**config.mk**
```make
export PLATFORM = sky130hd
export DESIGN_NAME = speed_gate_ctrl
export DESIGN_NICKNAME = d
export VERILOG_FILES = /design/src/rtl/speed_gate_ctrl.sv
export SDC_FILE = /design/constraint.sdc
export NUM_CORES = 1
export LEC_CHECK = 0
export BUFFER_PORTS_ARGS = -buffer_cell sky130_fd_sc_hd__buf_2
export CORE_MARGIN = 2
export CORE_UTILIZATION = 45
export CTS_CLUSTER_DIAMETER = 40
export DETAILED_ROUTE_END_ITERATION = 8
export PLACE_DENSITY = 0.73
export SYNTH_ARGS = -nofsm -noshare
export SYNTH_HDL_FRONTEND = slang
export SYNTH_SLANG_ARGS = --single-unit
```
**constraint.sdc**
```tcl
create_clock -name clk -period 2.2 [get_ports clk]
set_input_delay 0.33 -clock clk [delete_from_list [all_inputs] [get_ports clk]]
set_output_delay 0.33 -clock clk [all_outputs]
set_load 0.01 [all_outputs]
```
**src/rtl/speed_gate_ctrl.sv**
```systemverilog
// Control FSM for the speed-measuring entry gate: times beam A->B, reads back the divider and drives the barrier.
// Optional build macro OVERSPEED_REJECT_EN: refuse overspeeding vehicles instead of only flagging them.
module speed_gate_ctrl #(
    parameter int WIDTH_SPEED = 14,
    parameter int MIN_CYC     = 50_000,
    parameter int TIMEOUT_CYC = 100_000_000,
    parameter int HOLD_CYC    = 150_000_000,
    parameter int SPEED_LIMIT = 60,
    parameter int MAX_VEH     = 3
) (
    input  logic                   clk,
    input  logic                   reset_n,
    input  logic                   sensor_a,
    input  logic                   sensor_b,
    input  logic                   sensor_exit,
    input  logic                   man_open,
    input  logic                   done,
    input  logic [WIDTH_SPEED-1:0] speed,
    input  logic [1:0]             num_veh,
    output logic                   init,
    output logic                   count,
    output logic                   cal,
    output logic                   up,
    output logic                   down,
    output logic                   en,
    output logic                   dis,
    output logic                   overspeed,
    output logic                   reject,
    output logic                   err,
    output logic                   full,
    output logic                   busy,
    output logic [WIDTH_SPEED-1:0] speed_last
);

    localparam int TW = 28;
    localparam logic [TW-1:0]          MIN_T   = TW'(MIN_CYC);
    localparam logic [TW-1:0]          TOUT_T  = TW'(TIMEOUT_CYC - 1);
    localparam logic [TW-1:0]          HOLD_T  = TW'(HOLD_CYC - 1);
    localparam logic [WIDTH_SPEED-1:0] LIMIT_S = WIDTH_SPEED'(SPEED_LIMIT);
    localparam logic [1:0]             MAX_V   = 2'(MAX_VEH);

    typedef enum logic [2:0] {
        IDLE    = 3'd0,
        START   = 3'd1,
        MEASURE = 3'd2,
        CALC    = 3'd3,
        DECIDE  = 3'd4,
        OPEN    = 3'd5,
        ABORT   = 3'd6
    } state_t;

    state_t state, state_nxt;
    logic [TW-1:0] tmr;

    // Bit order: {man_open, sensor_exit, sensor_b, sensor_a}
    logic [3:0] pins;
    logic [3:0] sync_p0, sync_p1, sync_p2, edge_p3;
    logic       a_edge, b_edge, exit_edge, man_edge;

    logic init_nxt, count_nxt, cal_nxt, up_nxt, down_nxt, en_nxt, dis_nxt;
    logic ovs_nxt, err_nxt, full_nxt, latch_speed;
`ifdef OVERSPEED_REJECT_EN
    logic rej_nxt;
`endif

    assign pins      = {man_open, sensor_exit, sensor_b, sensor_a};
    assign a_edge    = edge_p3[0];
    assign b_edge    = edge_p3[1];
    assign exit_edge = edge_p3[2];
    assign man_edge  = edge_p3[3];
    assign full_nxt  = (num_veh == MAX_V);
    assign busy      = (state != IDLE);

    // Stage p0..p2: two-flop synchroniser plus history; p3: registered rising edge
    always_ff @(posedge clk or negedge reset_n) begin
        if (!reset_n) begin
            sync_p0 <= '0;
            sync_p1 <= '0;
            sync_p2 <= '0;
            edge_p3 <= '0;
        end else begin
            sync_p0 <= pins;
            sync_p1 <= sync_p0;
            sync_p2 <= sync_p1;
            edge_p3 <= sync_p1 & ~sync_p2;
        end
    end

    always_comb begin
        state_nxt   = state;
        init_nxt    = 1'b0;
        count_nxt   = 1'b0;
        cal_nxt     = 1'b0;
        up_nxt      = 1'b0;
        en_nxt      = 1'b0;
        dis_nxt     = 1'b0;
        ovs_nxt     = 1'b0;
        err_nxt     = 1'b0;
        latch_speed = 1'b0;
`ifdef OVERSPEED_REJECT_EN
        rej_nxt     = 1'b0;
`endif
        down_nxt    = exit_edge && (num_veh != 2'd0);

        case (state)
            IDLE: begin
                if (a_edge && !full_nxt) begin
                    state_nxt = START;
                end else if (man_edge && !a_edge) begin
                    en_nxt    = 1'b1;
                    state_nxt = OPEN;
                end
            end
            START: begin
                init_nxt  = 1'b1;
                state_nxt = MEASURE;
            end
            MEASURE: begin
                count_nxt = 1'b1;
                if (b_edge) begin
                    if (tmr < MIN_T) begin
                        err_nxt   = 1'b1;
                        state_nxt = ABORT;
                    end else begin
                        state_nxt = CALC;
                    end
                end else if (tmr == TOUT_T) begin
                    err_nxt   = 1'b1;
                    state_nxt = ABORT;
                end
            end
            CALC: begin
                // tmr is cleared on entry, so zero marks the first CALC cycle
                cal_nxt = (tmr == '0);
                if (done) begin
                    latch_speed = 1'b1;
                    state_nxt   = DECIDE;
                end
            end
            DECIDE: begin
                ovs_nxt = (speed_last > LIMIT_S);
`ifdef OVERSPEED_REJECT_EN
                if (speed_last > LIMIT_S) begin
                    rej_nxt   = 1'b1;
                    state_nxt = IDLE;
                end else begin
                    up_nxt    = 1'b1;
                    state_nxt = OPEN;
                end
`else
                up_nxt    = 1'b1;
                state_nxt = OPEN;
`endif
            end
            OPEN: begin
                if (tmr == HOLD_T) begin
                    dis_nxt   = 1'b1;
                    state_nxt = IDLE;
                end
            end
            ABORT: begin
                init_nxt  = 1'b1;
                state_nxt = IDLE;
            end
            default: state_nxt = IDLE;
        endcase
    end

    always_ff @(posedge clk or negedge reset_n) begin
        if (!reset_n) begin
            state      <= IDLE;
            tmr        <= '0;
            init       <= 1'b0;
            count      <= 1'b0;
            cal        <= 1'b0;
            up         <= 1'b0;
            down       <= 1'b0;
            en         <= 1'b0;
            dis        <= 1'b0;
            overspeed  <= 1'b0;
            err        <= 1'b0;
            full       <= 1'b0;
            speed_last <= '0;
        end else begin
            state      <= state_nxt;
            tmr        <= (state_nxt != state) ? '0 : tmr + 1'b1;
            init       <= init_nxt;
            count      <= count_nxt;
            cal        <= cal_nxt;
            up         <= up_nxt;
            down       <= down_nxt;
            en         <= en_nxt;
            dis        <= dis_nxt;
            overspeed  <= ovs_nxt;
            err        <= err_nxt;
            full       <= full_nxt;
            if (latch_speed) begin
                speed_last <= speed;
            end
        end
    end

`ifdef OVERSPEED_REJECT_EN
    always_ff @(posedge clk or negedge reset_n) begin
        if (!reset_n) begin
            reject <= 1'b0;
        end else begin
            reject <= rej_nxt;
        end
    end
`else
    assign reject = 1'b0;
`endif

endmodule

```
==> flow_metrics.env, run 1 <==
export IMPL_gr_usage_all_layers_pct=18.3
export IMPL_dpl_hpwl_microns=4680
export IMPL_dieArea_sq_um=7870
export IMPL_synth_cells=296
export IMPL_p_per_area_nw_per_um2=1020
export IMPL_viasPerCell=5.29
export IMPL_p_leak_nw=1.73
export IMPL_combPwrFrac_pct=34.7
export IMPL_max_cap_violations=0
export IMPL_yosys_warnings=0
export IMPL_dieWidth_microns=88.7
export IMPL_synth_edf_count=0
export IMPL_grt_ovfl_total=0
export IMPL_routed_wl_microns=6950
export IMPL_hp_class="primary input to register"
export IMPL_clock_sinks=71
export IMPL_crit_type="register to register"
export IMPL_finalHoldViolations=0
export IMPL_dpl_worst_slack_ns=0.0916
export IMPL_root_buffer="clkbuf_8"
export IMPL_met3_usage_pct=5.13
export IMPL_initial_core_util_pct=47.0
export IMPL_drc=0
export IMPL_place_inst=442
export IMPL_syn2layout_area_growth_pct=23.9
export IMPL_grt_antenna_before_repair=0
export IMPL_final_cell_area_sq_um=4000
export IMPL_final_layout_size_suffix_gt1_share_pct=33.4
export IMPL_timing_final_ws_setup_ns=0.0471
export IMPL_required_ns=2.45
export IMPL_syn_nets=321
export IMPL_critPathMaxFanout=14
export IMPL_synth_distinct_cells=44
export IMPL_die_h_microns=88.7
export IMPL_cts_tree="yes"
export IMPL_endpoint_kind="register"
export IMPL_num_vias=2438
export IMPL_path_clk_slew_ns=0.08
export IMPL_place_area_sq_um=3670
export IMPL_yosys_area_top_type_share_pct=55.0
export IMPL_setup_tns_ns=0
export IMPL_busiest_layer="met2"
export IMPL_peakVddDrop_mv=0.458
export IMPL_rows=30
export IMPL_gp_congestion=0.818
export IMPL_first_pass_iters=4
export IMPL_postSynthAreaPerCell_sq_um=10.9
export IMPL_drt_iter0_drc=143
export IMPL_synthTopCellsByArea="dfrtp_1 55%, mux2_2 4.9%, nor3_1 4.8%"
export IMPL_grt_pass1_vias=2328
export IMPL_fmax_ghz=0.464
export IMPL_ctsLongestPathBuffers=2
export IMPL_yosysTopAreaCell="dfrtp_1"
export IMPL_grt_pass1_wl_microns=10800
export IMPL_slew_viol_final=0
export IMPL_seq_area_frac_synth_pct=55.0
export IMPL_p_switching_mw=1.49
export IMPL_power_frac_seq_pct=41.4
export IMPL_power_mw=4.08
export IMPL_swShare_pct=36.4
export IMPL_final_nets=385
export IMPL_ant_nets=0
export IMPL_cp_start_kind="register"
export IMPL_status="finished clean"
export IMPL_htree_levels=3
export IMPL_core_area_sq_um=6870
export IMPL_cts_buffers=9
export IMPL_post_layout_nonfiller_instances=461
export IMPL_power_frac_clock_pct=23.9
export IMPL_ys_seq_elements=71
export IMPL_diodes=0
export IMPL_period_minus_slack_ns=2.15
export IMPL_port_buffers=47
export IMPL_internal_power_mw=2.59
export IMPL_grt_use_met2_pct=28.4
export IMPL_wl_per_cell_microns=15.1
export IMPL_clock_latency_ns=0.36
export IMPL_final_fill_count=584
export IMPL_use_met1_pct=23.9
export IMPL_ioPinCount=49
export IMPL_synth_flop_cell="dfrtp_1"
export IMPL_setup_viol=0
export IMPL_cp_arrival_ns=2.40
export IMPL_synthArstFlopShare_pct=100
export IMPL_rsz0062_at_grt="true"
export IMPL_grt_max_degree=72
export IMPL_fin_crit_sh_pct=97.9
export IMPL_netlist_area_sq_um=3230
export IMPL_finClkSkew_ns=0.00450
==> repair_timing <==
action                                  in CTS  in global routing
hold buffers                                 1                  0
hold endpoints to repair                    55                  0
buffers inserted                             0                  1
gates resized for setup                      0                 17
endpoints found under the setup margin       0                 29
==> cells in the mapped netlist, types with 3 or more instances <==
cell / n
or3_1: 5
or2_2: 3
clkbuf_1: 8
nor2_1: 23
nor3_1: 31
nand2_1: 16
nor4_1: 14
nand4_1: 8
inv_1: 11
nand3_1: 12
xor2_1: 9
mux2_2: 14
nor2b_1: 4
nor3b_1: 3
a31oi_1: 3
o21ai_0: 3
xnor2_1: 17
dfrtp_1: 71
and3_1: 4
==> registers in the layout (all words and copies together) (netlist names), 3 cells and up <==
signal / cells
edge_p3: 4
speed_last: 14
sync_p2: 4
sync_p0: 4
state: 3
tmr: 28
sync_p1: 4
==> power groups by stage <==
stage / sequential [mW] / combinational [mW] / clock [mW]
after CTS: 1.69 / 1.28 / 0.994
final: 1.69 / 1.42 / 0.974
after global routing: 1.73 / 1.53 / 1.04
after global placement: 1.70 / 1.26 / 0
after detailed placement: 1.72 / 1.27 / 0
after floorplan: 1.78 / 0.711 / 0
==> per-layer routing <==
layer,vias up,part of all wire (%)
met2,62,49
met4,0,1.5
li1,1181,-
met1,1187,45
met5,-,0
met3,8,4.9
==> kinds of logic after synthesis <==
group                      after synthesis  share of synthesized area (%)
buffers and inverters                   24                           3.45
AOI/OAI and AO/OA                       19                           5.11
adders and majority gates                2                          0.774
and+or+nand+nor                        139                           23.6
xor gates and xnor gates                26                           7.05
DFF                                     71                           55.0
other                                    1                          0.116
muxes                                   14                           4.88
==> cell usage in the layout (no fill, tap or decap), types with 2 or more instances in the layout <==
| cell type | count |
|---|---|
| a211oi_1 | 2 |
| buf_12 | 3 |
| ha_1 | 2 |
| xor2_1 | 9 |
| clkinvlp_4 | 2 |
| nor3b_1 | 2 |
| or4_1 | 2 |
| dfrtp_1 | 71 |
| clkbuf_8 | 9 |
| nor3_2 | 9 |
| nand4b_1 | 2 |
| nor2_1 | 23 |
| buf_4 | 14 |
| a31oi_1 | 3 |
| or3_1 | 5 |
| inv_1 | 11 |
| o211ai_1 | 2 |
| and2_1 | 2 |
| mux2_2 | 14 |
| buf_2 | 47 |
| xnor2_1 | 17 |
| nand4_1 | 8 |
| nand2_1 | 16 |
| or2_2 | 3 |
| and4_1 | 2 |
| a211oi_4 | 2 |
| inv_6 | 3 |
| nor2b_1 | 4 |
| nand3_1 | 12 |
| and3_1 | 4 |
| o21ai_0 | 3 |
| nor4_2 | 6 |
| nor3_1 | 24 |
| nor4_1 | 8 |
==> path summary, 6_finish.rpt <==
check | end | cells after the start | slack (ns) | startpoint
min in group asynchronous | tmr[22]$_DFF_PN0_ | 3 | 0.51 | reset_n
worst max register to register | tmr[18]$_DFF_PN0_ | 6 | 0.05 | tmr[16]$_DFF_PN0_
worst min-delay path | sync_p0[2]$_DFF_PN0_ | 1 | 0.07 | sensor_exit
worst max-delay path | tmr[18]$_DFF_PN0_ | 6 | 0.05 | tmr[16]$_DFF_PN0_
worst min register to register | sync_p1[0]$_DFF_PN0_ | 0 | 0.35 | sync_p0[0]$_DFF_PN0_
max in group asynchronous | err$_DFF_PN0_ | 3 | 1.39 | reset_n
==> critical path, cell delays in order, from the launching register on <==
cell and delay, ns:
dfrtp_1 0.38, or4_4 0.55, nor4_2 0.28, a311oi_2 0.16
a211oi_4 0.33, clkbuf_16 0.26, nor3_1 0.06
==> stage by stage <==
stage,util [%],hold WS [ns]
after floorplan,-,0.0344
final,58.3,0.0703
after global routing,58.3,0.0512
after global placement,53.5,0.333
after CTS,56.3,0.0562
after detailed placement,53.5,0.335
==> final cells by class <==
cell class	instances	area, sq um	area share, %
inverter	11	41.3	1.03
sequential	71	1780	44.4
timing repair buffer	66	435	10.9
clock inverter	7	61.3	1.53
clock buffer	9	124	3.10
tap	96	120	3.00
multi-input combinational	201	1440	36.1
(Power assumes the default switching activity.)
==> inputs of run 2 (changes only) <==
--- a/config.mk
+++ b/config.mk
@@ -7,10 +7,10 @@
 export LEC_CHECK = 0
 export BUFFER_PORTS_ARGS = -buffer_cell sky130_fd_sc_hd__buf_2
 export CORE_MARGIN = 2
-export CORE_UTILIZATION = 45
+export CORE_UTILIZATION = 51
 export CTS_CLUSTER_DIAMETER = 40
 export DETAILED_ROUTE_END_ITERATION = 8
-export PLACE_DENSITY = 0.73
+export PLACE_DENSITY = 0.81
 export SYNTH_ARGS = -nofsm -noshare
 export SYNTH_HDL_FRONTEND = slang
 export SYNTH_SLANG_ARGS = --single-unit
==> flow_metrics.env, run 2 (same netlist as run 1, synthesis figures left out) <==
export IMPL_ant_nets=0
export IMPL_largest_reg_flops=28
export IMPL_rows=28
export IMPL_grt_pass1_wl_microns=11500
export IMPL_diodes=0
export IMPL_first_pass_iters=4
export IMPL_final_nets=386
export IMPL_period_minus_slack_ns=2.18
export IMPL_cts_tree="yes"
export IMPL_hold_ws_ns=0.0646
export IMPL_htree_levels=3
export IMPL_grt_use_met2_pct=33.2
export IMPL_ioPinCount=49
export IMPL_busiest_layer="met2"
export IMPL_dpl_worst_slack_ns=0.0122
export IMPL_die_h_microns=83.6
export IMPL_grt_pass1_vias=2509
export IMPL_p_leak_nw=1.73
export IMPL_reg_top3="tmr x28, speed_last x14"
export IMPL_dieWidth_microns=83.6
export IMPL_crit_type="register to register"
export IMPL_cp_start_kind="register"
export IMPL_mostFrequentLayoutCells="71 x dfrtp_1, 47 x buf_2, 29 x nor3_1, 23 x nor2_1, 17 x xnor2_1"
export IMPL_grt_ovfl_total=0
export IMPL_root_buffer="clkbuf_8"
export IMPL_slew_viol_final=0
export IMPL_drc=0
export IMPL_final_common_cell="dfrtp_1"
export IMPL_timing_final_ws_setup_ns=0.0249
export IMPL_cp_arrival_ns=2.43
export IMPL_max_cap_violations=0
export IMPL_viasPerCell=5.74
export IMPL_core_area_sq_um=6030
export IMPL_finClkSkew_ns=0.0139
export IMPL_grt_antenna_before_repair=0
export IMPL_clock_latency_ns=0.36
export IMPL_peakVddDrop_mv=0.775
export IMPL_met3_usage_pct=3.86
export IMPL_gp_congestion=0.848
export IMPL_path_clk_slew_ns=0.09
export IMPL_post_layout_nonfiller_instances=441
export IMPL_final_layout_size_suffix_gt1_share_pct=32.5
export IMPL_use_met1_pct=26.7
export IMPL_wl_per_cell_microns=16.0
export IMPL_cts_buffers=9
export IMPL_routed_wl_microns=7070
export IMPL_place_inst=420
export IMPL_slew_headroom_pct=67.1
export IMPL_dieArea_sq_um=6990
export IMPL_worst_pin_slew_ns=0.489
export IMPL_drt_iter0_drc=164
export IMPL_initial_core_util_pct=53.6
export IMPL_p_per_area_nw_per_um2=1050
export IMPL_fmax_ghz=0.460
export IMPL_hp_class="primary input to register"
export IMPL_setup_tns_ns=0
export IMPL_status="finished clean"
export IMPL_rrSetupSlack_ns=0.02
export IMPL_syn2layout_area_growth_pct=22.5
export IMPL_final_core_util_pct=65.7
export IMPL_fin_crit_sh_pct=98.9
export IMPL_clock_sinks=71
export IMPL_rsz0062_at_grt="true"
export IMPL_dpl_hpwl_microns=4570
export IMPL_num_vias=2532
export IMPL_grt_max_degree=72
export IMPL_endpoint_kind="register"
export IMPL_port_buffers=47
export IMPL_gr_usage_all_layers_pct=20.4
export IMPL_setup_viol=0
export IMPL_largest_register="tmr"
export IMPL_finalHoldViolations=0
export IMPL_required_ns=2.45
export IMPL_ctsLongestPathBuffers=2
export IMPL_critPathMaxFanout=7
[run 2: final cells by class]
class | instances | area, sq um
clock buffers | 9 | 124
clock inverters | 7 | 61.3
fillers | 447 | 2070
inverters | 11 | 41.3
multi-input cells | 201 | 1420
flip-flops and latches | 71 | 1780
well taps | 75 | 93.8
repair buffers | 67 | 447
[run 2: timing repair]
action | 4_1_cts | 5_1_grt
endpoints found under the setup margin | 0 | 25
hold buffers | 1 | 0
hold endpoints to repair | 2 | 0
gates resized for setup | 0 | 12
setup buffers | 0 | 2
[run 2: stage by stage]
| stage | power (mW) | area, sq um |
|---|---|---|
| detailed placement | 2.99 | 3640 |
| global placement | 2.95 | 3640 |
| floorplan | 2.49 | 3230 |
| finish | 4.17 | 3960 |
| CTS | 3.97 | 3830 |
| global route | 4.36 | 3960 |
[run 2: path summary, 6_finish.rpt]
path / cells after the start / start / end
hold reg to reg: 0 / sync_p0[3]$_DFF_PN0_ / sync_p1[3]$_DFF_PN0_
setup / recovery: 7 / tmr[16]$_DFF_PN0_ / tmr[12]$_DFF_PN0_
min in group asynchronous: 3 / reset_n / tmr[22]$_DFF_PN0_
hold / removal: 1 / sensor_a / sync_p0[0]$_DFF_PN0_
setup reg to reg: 7 / tmr[16]$_DFF_PN0_ / tmr[12]$_DFF_PN0_
max in group asynchronous: 3 / reset_n / speed_last[0]$_DFFE_PN0P_
[run 2: report_power, final]
| part | total [mW] | internal [mW] | switching, mW |
|---|---|---|---|
| clock | 0.994 | 0.432 | 0.562 |
| sequential | 1.69 | 1.53 | 0.155 |
| combinational | 1.48 | 0.694 | 0.790 |
| total | 4.17 | 2.66 | 1.51 |
[run 2: critical path: stages (launching register included)]
cell	delay (ns)
dfrtp_1	0.45
or4_4	0.57
nor4_2	0.31
a311oi_2	0.17
a211oi_4	0.19
buf_4	0.17
clkbuf_16	0.15
nor3_1	0.06
[run 2: per-layer routing]
metal | wire, microns | up-vias
met5 | 0 | -
met4 | 174 | 0
met3 | 355 | 17
met2 | 3500 | 77
met1 | 3040 | 1256
li1 | - | 1182
